===== config.mk =====
export PLATFORM = sky130hd
export DESIGN_NAME = iopad_config_loader
export DESIGN_NICKNAME = d
export VERILOG_FILES = /design/src/rtl/iopad_config_loader.sv
export SDC_FILE = /design/constraint.sdc
export NUM_CORES = 1
export LEC_CHECK = 0
export ABC_CLOCK_PERIOD_IN_PS = 1940
export CAP_MARGIN = 15
export CORE_UTILIZATION = 49
export CTS_BUF_LIST = sky130_fd_sc_hd__clkbuf_4 sky130_fd_sc_hd__clkbuf_8
export DETAILED_ROUTE_END_ITERATION = 16
export PLACE_DENSITY_LB_ADDON = 0.2
export SYNTH_ARGS = -nofsm -noshare
export SYNTH_HDL_FRONTEND = slang
export SYNTH_SLANG_ARGS = --single-unit

===== constraint.sdc =====
create_clock -name prog_clk -period 1.94 [get_ports prog_clk]
set_input_delay 0.194 -clock prog_clk [delete_from_list [all_inputs] [get_ports prog_clk]]
set_output_delay 0.194 -clock prog_clk [all_outputs]
set_load 0.02 [all_outputs]

===== src/rtl/iopad_config_loader.sv =====
// iopad_config_loader
// Sequences bl/wl writes into the per-pad GPIO_SRAM_mem direction cells of an
// IO tile column. One configuration bit is fetched over a valid/ready
// handshake per cell, then written with a SETUP / PULSE / HOLD sequence in
// ascending pad order. All outputs come straight from flops.
//
// Optional feature: define IOPAD_CONFIG_SHADOW_EN to build a shadow register
// of the programmed bits on cfg_shadow; otherwise cfg_shadow is tied to 0.
module iopad_config_loader #(
  parameter int NUM_IO    = 8,
  parameter int ADDR_W    = 3,
  parameter int WL_CYCLES = 2
) (
  input  logic              prog_clk,
  input  logic              pReset,
  input  logic              start,
  input  logic              abort,
  input  logic              cfg_valid,
  input  logic              cfg_data,
  output logic              cfg_ready,
  output logic [NUM_IO-1:0] bl,
  output logic [NUM_IO-1:0] wl,
  output logic              busy,
  output logic              done,
  output logic [NUM_IO-1:0] cfg_shadow
);

  localparam int CNT_W = (WL_CYCLES > 1) ? $clog2(WL_CYCLES) : 1;

  typedef enum logic [2:0] {
    S_IDLE  = 3'd0,
    S_FETCH = 3'd1,
    S_SETUP = 3'd2,
    S_PULSE = 3'd3,
    S_HOLD  = 3'd4,
    S_DONE  = 3'd5
  } state_e;

  state_e              state_q, state_d;
  logic [ADDR_W-1:0]   addr_q, addr_d;
  logic                bit_q, bit_d;
  logic [CNT_W-1:0]    cnt_q, cnt_d;
  logic                cfg_ready_q, cfg_ready_d;
  logic [NUM_IO-1:0]   bl_q, bl_d;
  logic [NUM_IO-1:0]   wl_q, wl_d;
  logic                busy_q, busy_d;
  logic                done_q, done_d;

  // Next-state logic: abort has priority over everything outside IDLE.
  always_comb begin
    state_d = state_q;
    addr_d  = addr_q;
    bit_d   = bit_q;
    cnt_d   = cnt_q;
    case (state_q)
      S_IDLE: begin
        if (start && !abort) begin
          addr_d  = {ADDR_W{1'b0}};
          state_d = S_FETCH;
        end else begin
          state_d = S_IDLE;
        end
      end
      S_FETCH: begin
        if (abort) begin
          state_d = S_IDLE;
        end else if (cfg_valid && cfg_ready_q) begin
          bit_d   = cfg_data;
          state_d = S_SETUP;
        end else begin
          state_d = S_FETCH;
        end
      end
      S_SETUP: begin
        if (abort) begin
          state_d = S_IDLE;
        end else begin
          cnt_d   = {CNT_W{1'b0}};
          state_d = S_PULSE;
        end
      end
      S_PULSE: begin
        if (abort) begin
          state_d = S_IDLE;
        end else if (cnt_q == CNT_W'(WL_CYCLES - 1)) begin
          state_d = S_HOLD;
        end else begin
          cnt_d = cnt_q + CNT_W'(1);
        end
      end
      S_HOLD: begin
        if (abort) begin
          state_d = S_IDLE;
        end else if (addr_q == ADDR_W'(NUM_IO - 1)) begin
          state_d = S_DONE;
        end else begin
          addr_d  = addr_q + ADDR_W'(1);
          state_d = S_FETCH;
        end
      end
      S_DONE: begin
        state_d = S_IDLE;
      end
      default: begin
        state_d = S_IDLE;
      end
    endcase
  end

  // Output decode from the next state so every output is a flop.
  always_comb begin
    cfg_ready_d = (state_d == S_FETCH);
    busy_d      = (state_d != S_IDLE);
    done_d      = (state_d == S_DONE);
    bl_d        = {NUM_IO{1'b0}};
    wl_d        = {NUM_IO{1'b0}};
    case (state_d)
      S_SETUP, S_HOLD: begin
        bl_d[addr_d] = bit_d;
      end
      S_PULSE: begin
        bl_d[addr_d] = bit_d;
        wl_d[addr_d] = 1'b1;
      end
      default: begin
        bl_d = {NUM_IO{1'b0}};
        wl_d = {NUM_IO{1'b0}};
      end
    endcase
  end

  // State, datapath and output registers; reset drops wl immediately.
  always_ff @(posedge prog_clk or posedge pReset) begin
    if (pReset) begin
      state_q     <= S_IDLE;
      addr_q      <= {ADDR_W{1'b0}};
      bit_q       <= 1'b0;
      cnt_q       <= {CNT_W{1'b0}};
      cfg_ready_q <= 1'b0;
      bl_q        <= {NUM_IO{1'b0}};
      wl_q        <= {NUM_IO{1'b0}};
      busy_q      <= 1'b0;
      done_q      <= 1'b0;
    end else begin
      state_q     <= state_d;
      addr_q      <= addr_d;
      bit_q       <= bit_d;
      cnt_q       <= cnt_d;
      cfg_ready_q <= cfg_ready_d;
      bl_q        <= bl_d;
      wl_q        <= wl_d;
      busy_q      <= busy_d;
      done_q      <= done_d;
    end
  end

  assign cfg_ready = cfg_ready_q;
  assign bl        = bl_q;
  assign wl        = wl_q;
  assign busy      = busy_q;
  assign done      = done_q;

`ifdef IOPAD_CONFIG_SHADOW_EN
  logic [NUM_IO-1:0] shadow_q;

  // Record each completed write at the end of its HOLD cycle.
  always_ff @(posedge prog_clk or posedge pReset) begin
    if (pReset) begin
      shadow_q <= {NUM_IO{1'b0}};
    end else if (state_q == S_HOLD && !abort) begin
      shadow_q[addr_q] <= bit_q;
    end else begin
      shadow_q <= shadow_q;
    end
  end

  assign cfg_shadow = shadow_q;
`else
  assign cfg_shadow = {NUM_IO{1'b0}};
`endif

endmodule


**Word level (Yosys, flattened, before mapping)**

Index checks and enable logic that the tools add are counted.

- Bitwise logic cells: 1
- Shift-type cells: 0
- Magnitude comparators: 2
- Multiplexer cells: 24
- Reductions and logical operators: 9
- $add $sub $neg: 2
- Multipliers: 0
- Div/mod/pow operators: 0
- Eq/ne operators: 12

Operator list:

| operator | count |
|---|---|
| 3-bit 2-to-1 mux | 7 |
| 8-bit 2-to-1 mux | 2 |
| 3-bit case mux with 5 select lines | 1 |
| 3-bit by 2-bit equality test with 1-bit output, second input constant | 4 |
| 3-bit equality test, second input constant | 4 |
| 8-bit AND | 1 |
| 1-bit 2-to-1 mux | 8 |
| 3-bit by 1-bit equality test with 1-bit output, second input constant | 2 |
| 2-bit 2-to-1 mux | 3 |
| 3-bit case mux with 2 select lines | 1 |
| 3-bit by 4-bit less-than comparator with 1-bit output, second input constant | 1 |
| 2-bit != test, second input constant | 2 |
| 3-bit by 1-bit adder with 3-bit output, second input constant | 1 |
| 1-bit demux with 3-bit select | 1 |
| 3-bit by 1-bit >= comparator with 1-bit output, second input constant | 1 |
| 1-bit logical AND | 3 |
| 3-bit logical NOT | 1 |
| 3-bit AND reduction | 1 |
| 3-bit nonzero test | 1 |
| 3-bit OR reduction | 1 |
| 1-bit case mux with 2 select lines | 1 |
| 2-bit nonzero test | 1 |
| 1-bit adder, second input constant | 1 |
| 1-bit logical NOT | 1 |

- Register bits: 27
- Bits in latches: 0
- Memory bits (read-only): 0
- Output and inout port bits: 27
- Memory bits (writable): 0
- Bits of input ports: 6
- Memories: 0
- Logic and storage cells: 59

**Depth between registers and ports, before layout**

- Depth after elaboration: 10
- Depth in mapped cells: 5
- Gate-level depth less buffers: 5

**Worst setup path after synthesis**

No wires, ideal clock.

- Path kind: register to register
- Start point: register addr_q[0]
- End point: register wl_q[2], in the netlist wl[2]
- Arrival time: 1515 ps
- Clock period less this slack: 1589 ps
- Required time: 1867 ps
- Library setup time: 73 ps
- Cell stages (with the launch flop): 6
- Slack: 351 ps
- Cell sequence: dfrtp_1 ha_1 a21boi_0 nand3_1 mux2_2 nor2_1

- Word-level cells in the longest chain between the ends: 9
- Elaborated cells on any way between the ends: 16
- Those cells by class: add/sub: 1; order compare: 2; eq/ne: 2; mux: 10; reduce/logical: 1

RTL lines:

| what | line | source |
|---|---|---|
| from (decl) | 40 | `logic [ADDR_W-1:0] addr_q, addr_d;` |
| from (signal assigned) | 136 | `addr_q <= {ADDR_W{1'b0}};` |
| from (signal assigned) | 146 | `addr_q <= addr_d;` |
| 3-bit by 1-bit adder with 3-bit output or 3-bit equality test (tied branches) | 97, 94 |  |
| 3-bit 2-to-1 mux | 94 | `end else if (addr_q == ADDR_W'(NUM_IO - 1)) begin` |
| 3-bit 2-to-1 mux | 92 | `if (abort) begin` |
| 3-bit case mux with 2 select lines | 55 | `case (state_q)` |
| 3-bit by 4-bit less-than comparator with 1-bit output (not written as such) or 3-bit by 1-bit >= comparator with 1-bit output (tied branches) | 123 | `wl_d[addr_d] = 1'b1;` |
| 1-bit logical AND (not written as such) | 123 |  |
| 1-bit 2-to-1 mux (not written as such) | 123 |  |
| 1-bit demux with 3-bit select | 123 |  |
| 8-bit 2-to-1 mux * | 117 | `case (state_d)` |
| net wl_d[2] | 45 | `logic [NUM_IO-1:0] wl_q, wl_d;` |
| to (signal assigned) | 141 | `wl_q <= {NUM_IO{1'b0}};` |
| to (signal assigned) | 151 | `wl_q <= wl_d;` |
| to (decl) | 45 |  |

The timed path passes the listed nets; every way through them passes the cells marked *.
A chain may end at the register's enable or synchronous reset.

**Worst setup path in the final report**

- Start point: register state_q[1]
- End point: register wl_q[5], in the netlist wl[5]

- Word-level cells in the longest chain between the ends: 7
- Elaborated cells on any way between the ends: 16
- Those cells by class: order compare: 2; eq/ne: 5; mux: 7; reduce/logical: 2

RTL lines:

| what | line | source |
|---|---|---|
| from (decl) | 39 | `state_e state_q, state_d;` |
| from (signal assigned) | 145 | `state_q <= state_d;` |
| 3-bit equality test or 3-bit logical NOT (tied branches) | 55 |  |
| 3-bit case mux with 2 select lines | 55 |  |
| 3-bit by 4-bit less-than comparator with 1-bit output (not written as such) or 3-bit by 1-bit >= comparator with 1-bit output (tied branches) | 123 |  |
| 1-bit logical AND (not written as such) | 123 |  |
| 1-bit 2-to-1 mux (not written as such) | 123 |  |
| 1-bit demux with 3-bit select | 123 |  |
| 8-bit 2-to-1 mux * | 117 |  |
| net wl_d[5] | 45 |  |

Marks and branches as above.

==> impl_metrics.tcl <==
set metrics [dict create \
    drive_above_1_share_pct 13.48 \
    dp.cells 165 \
    final_area_mm2 0.001501 \
    yosysSeqAreaShare_pct 56.78 \
    switching_share_pct 28.06 \
    p_leak_nw 0.7011 \
    postCtsSetupRepairBufs 0 \
    ff2ff_setup_slack_ps 180 \
    finalHoldViolCount 0 \
    power_density_mw_per_mm2 713.6 \
    run_status "finished clean" \
    required_ps 2200 \
    drc_errors 0 \
    synth-seq-cells 27 \
    fin_cells 169 \
    synth_simple_gate_area_share_pct 21.03 \
    clk_latency_ps 320 \
    fin_crit_ps 1758 \
    dieHeight_um 51.28 \
    totalPowerFinal_mw 1.071 \
    reg2reg_depth 4 \
    overflow 0 \
    seq_power_share_pct 59.5 \
    syn_avg_cell_area_um2 10.92 \
    gp_congestion 0.8291 \
    slew_violations 0 \
    reg2reg_from "state_q[1]" \
    synth_top_area_cell "dfrtp_1" \
    yosysUniqueCellTypes 35 \
    end_kind "flip-flop" \
    synthArstFlopShare_pct 100.0 \
    start_util_pct 52.77 \
    n_antenna_cell 0 \
    r2r_end "wl[5]" \
    cts_tree "built" \
    crit_path_max_fanout 8 \
    fin_nets 149 \
    cp_data_arrival_time_ps 2010 \
    cts_sinks 27 \
    viasPerCell 5.183 \
    synth_xor_xnor_area_share_pct 0 \
    synth.most_common_cell "dfrtp_1" \
    synthToLayoutAreaGrowth_pct 26.18 \
    hp-class "in2async" \
    htreeDepth 1 \
    dpl_cell_area_mm2 0.001471 \
    clk_path_buf_depth 2 \
    synth_top_family_by_area "simple AND/OR/NAND/NOR gates" \
    path_class "reg2reg" \
    core.rowCount 17 \
    ys_top_cells_by_area "dfrtp_1 (57%), nor2_1 (6.6%), buf_4 (5.0%), nand3_1 (2.9%), mux2_2 (2.8%)" \
    fin_skew_ps 7.440 \
    multi_input_area_um2 460.4 \
    fillers 178 \
    hold-worst-slack_ps 208.0 \
    final_util_pct 66.59 \
    synth_top_area_share_pct 56.78 \
    yosys.area_share.adder_pct 1.052 \
    tns_ps 0 \
    synth-compound-area-share_pct 11.25 \
    clock.fmax_mhz 568.7 \
    yosys-top-cells-count "dfrtp_1 (27), nor2_1 (21), buf_4 (8)" \
    die-area_mm2 0.002630 \
    ctsResizeCount 0 \
    setup_ws_ps 181.6 \
    rsz0062_at_grt "no" \
    fp.dieW_um 51.28 \
    ant_nets 0 \
    ir_drop_v 0.0005042 \
    cts_buffers 3 \
    worstSetupStartpointType "flip-flop" \
    core_area_mm2 0.002255 \
    grt_max_degree 28 \
    antenna_found_initial 0 \
    drv_cap 0 \
    synthMuxAreaShare_pct 2.839 \
    dp_hpwl_mm 1.591 \
    internal-power_uw 770.8 \
    wl_per_cell_um 12.93 \
    combPwrFrac_pct 17.9 \
    top_level_ports 33 \
    regArea_um2 675.6 \
    synth_edf_count 0 \
    drtIter0Drc 19 \
    setup_violations 0 \
    clockPowerShare_pct 22.6 \
    cts_hold_buf 0 \
    syn_inst 109 \
    p_switching_uw 300.7 \
    pre_cts_slack_ps 99.16 \
    root_buffer "clkbuf_4" \
    grtUsageTotal_pct 20.09 \
    synthFlopType "dfrtp_1" \
    grt_pass1_wl_mm 3.781 \
    drt_wl_total_mm 2.186 \
    via_count 876 \
    fin_crit_sh_pct 90.64 \
    io_buffers 24 \
    clkTransAtPathRegs_ps 150 \
    firstDrtPassIters 4 \
    syn_area_mm2 0.001190 \
    grt_pass1_vias 794 \
    yosysWarnings 0 \
]
==> power groups by stage <==
stage               sequential (mW)  clock (mW)  combinational, mW
floorplan                     0.654           0              0.124
global placement              0.646           0              0.190
detailed placement            0.647           0              0.192
CTS                           0.636       0.251              0.193
global route                  0.646       0.276              0.212
finish                        0.637       0.242              0.192
==> registers in the layout, summed over array words and instances, names as in the netlist <==
signal,cells
addr_q,3
cnt_q,1
wl,8
bl,8
done,1
busy,1
bit_q,1
cfg_ready,1
state_q,3
==> layer usage <==
| metal | wire (um) | global-route usage (%) |
|---|---|---|
| met1 | 1049 | 30.47 |
| met2 | 985 | 28.07 |
| met3 | 134 | 3.869 |
| met4 | 17 | 8.108 |
| met5 | 0 | 0 |
==> cell type report <==
class,count,area share [%]
timing repair buffer,30,19.00
inverter,4,1.000
multi-input combinational,76,30.67
sequential,27,45.00
tap,28,2.333
clock buffer,3,1.500
clock inverter,1,0.5000
==> cells by family after synthesis <==
group | after synthesis
muxes | 3
other | 1
buffers and inverters | 13
adders and majority gates | 1
and+or+nand+nor | 47
DFF | 27
AOI/OAI and AO/OA | 17
==> how the worst max path moves through the flow <==
| stage | from | endpoint | slack, ps | cells past startpoint |
|---|---|---|---|---|
| 4_1_cts | addr_q[0] | bl[4] | 120 | 5 |
| 2_1_floorplan | addr_q[0] | wl[2] | 350 | 5 |
| 6_report | state_q[1] | wl[5] | 180 | 4 |
| 5_1_grt | addr_q[0] | bl[4] | 70 | 5 |
| 3_5_place_dp | abort | bl[3] | 100 | 6 |
| 3_3_place_gp | abort | wl[5] | 90 | 5 |
==> layout by cell type, fill, tap and decap left out, drive strengths merged, types with 2 or more instances in the layout <==
cell	netlist	layout
mux2	3	3
clkbuf	0	3
a21o	2	2
nand2b	3	3
o21ai	4	4
dfrtp	27	27
nand3	7	7
a21oi	3	3
inv	4	4
nand2	4	4
and3	2	2
nor2	21	21
buf	9	6
clkdlybuf4s50	0	24
conb	1	8
==> critical path, cell delays in order (launching register included) <==
cell and delay, ps:
dfrtp_1 490, or3_4 460, o31ai_4 310, nand4_1 250, nor2_1 180
(Power assumes the default switching activity.)
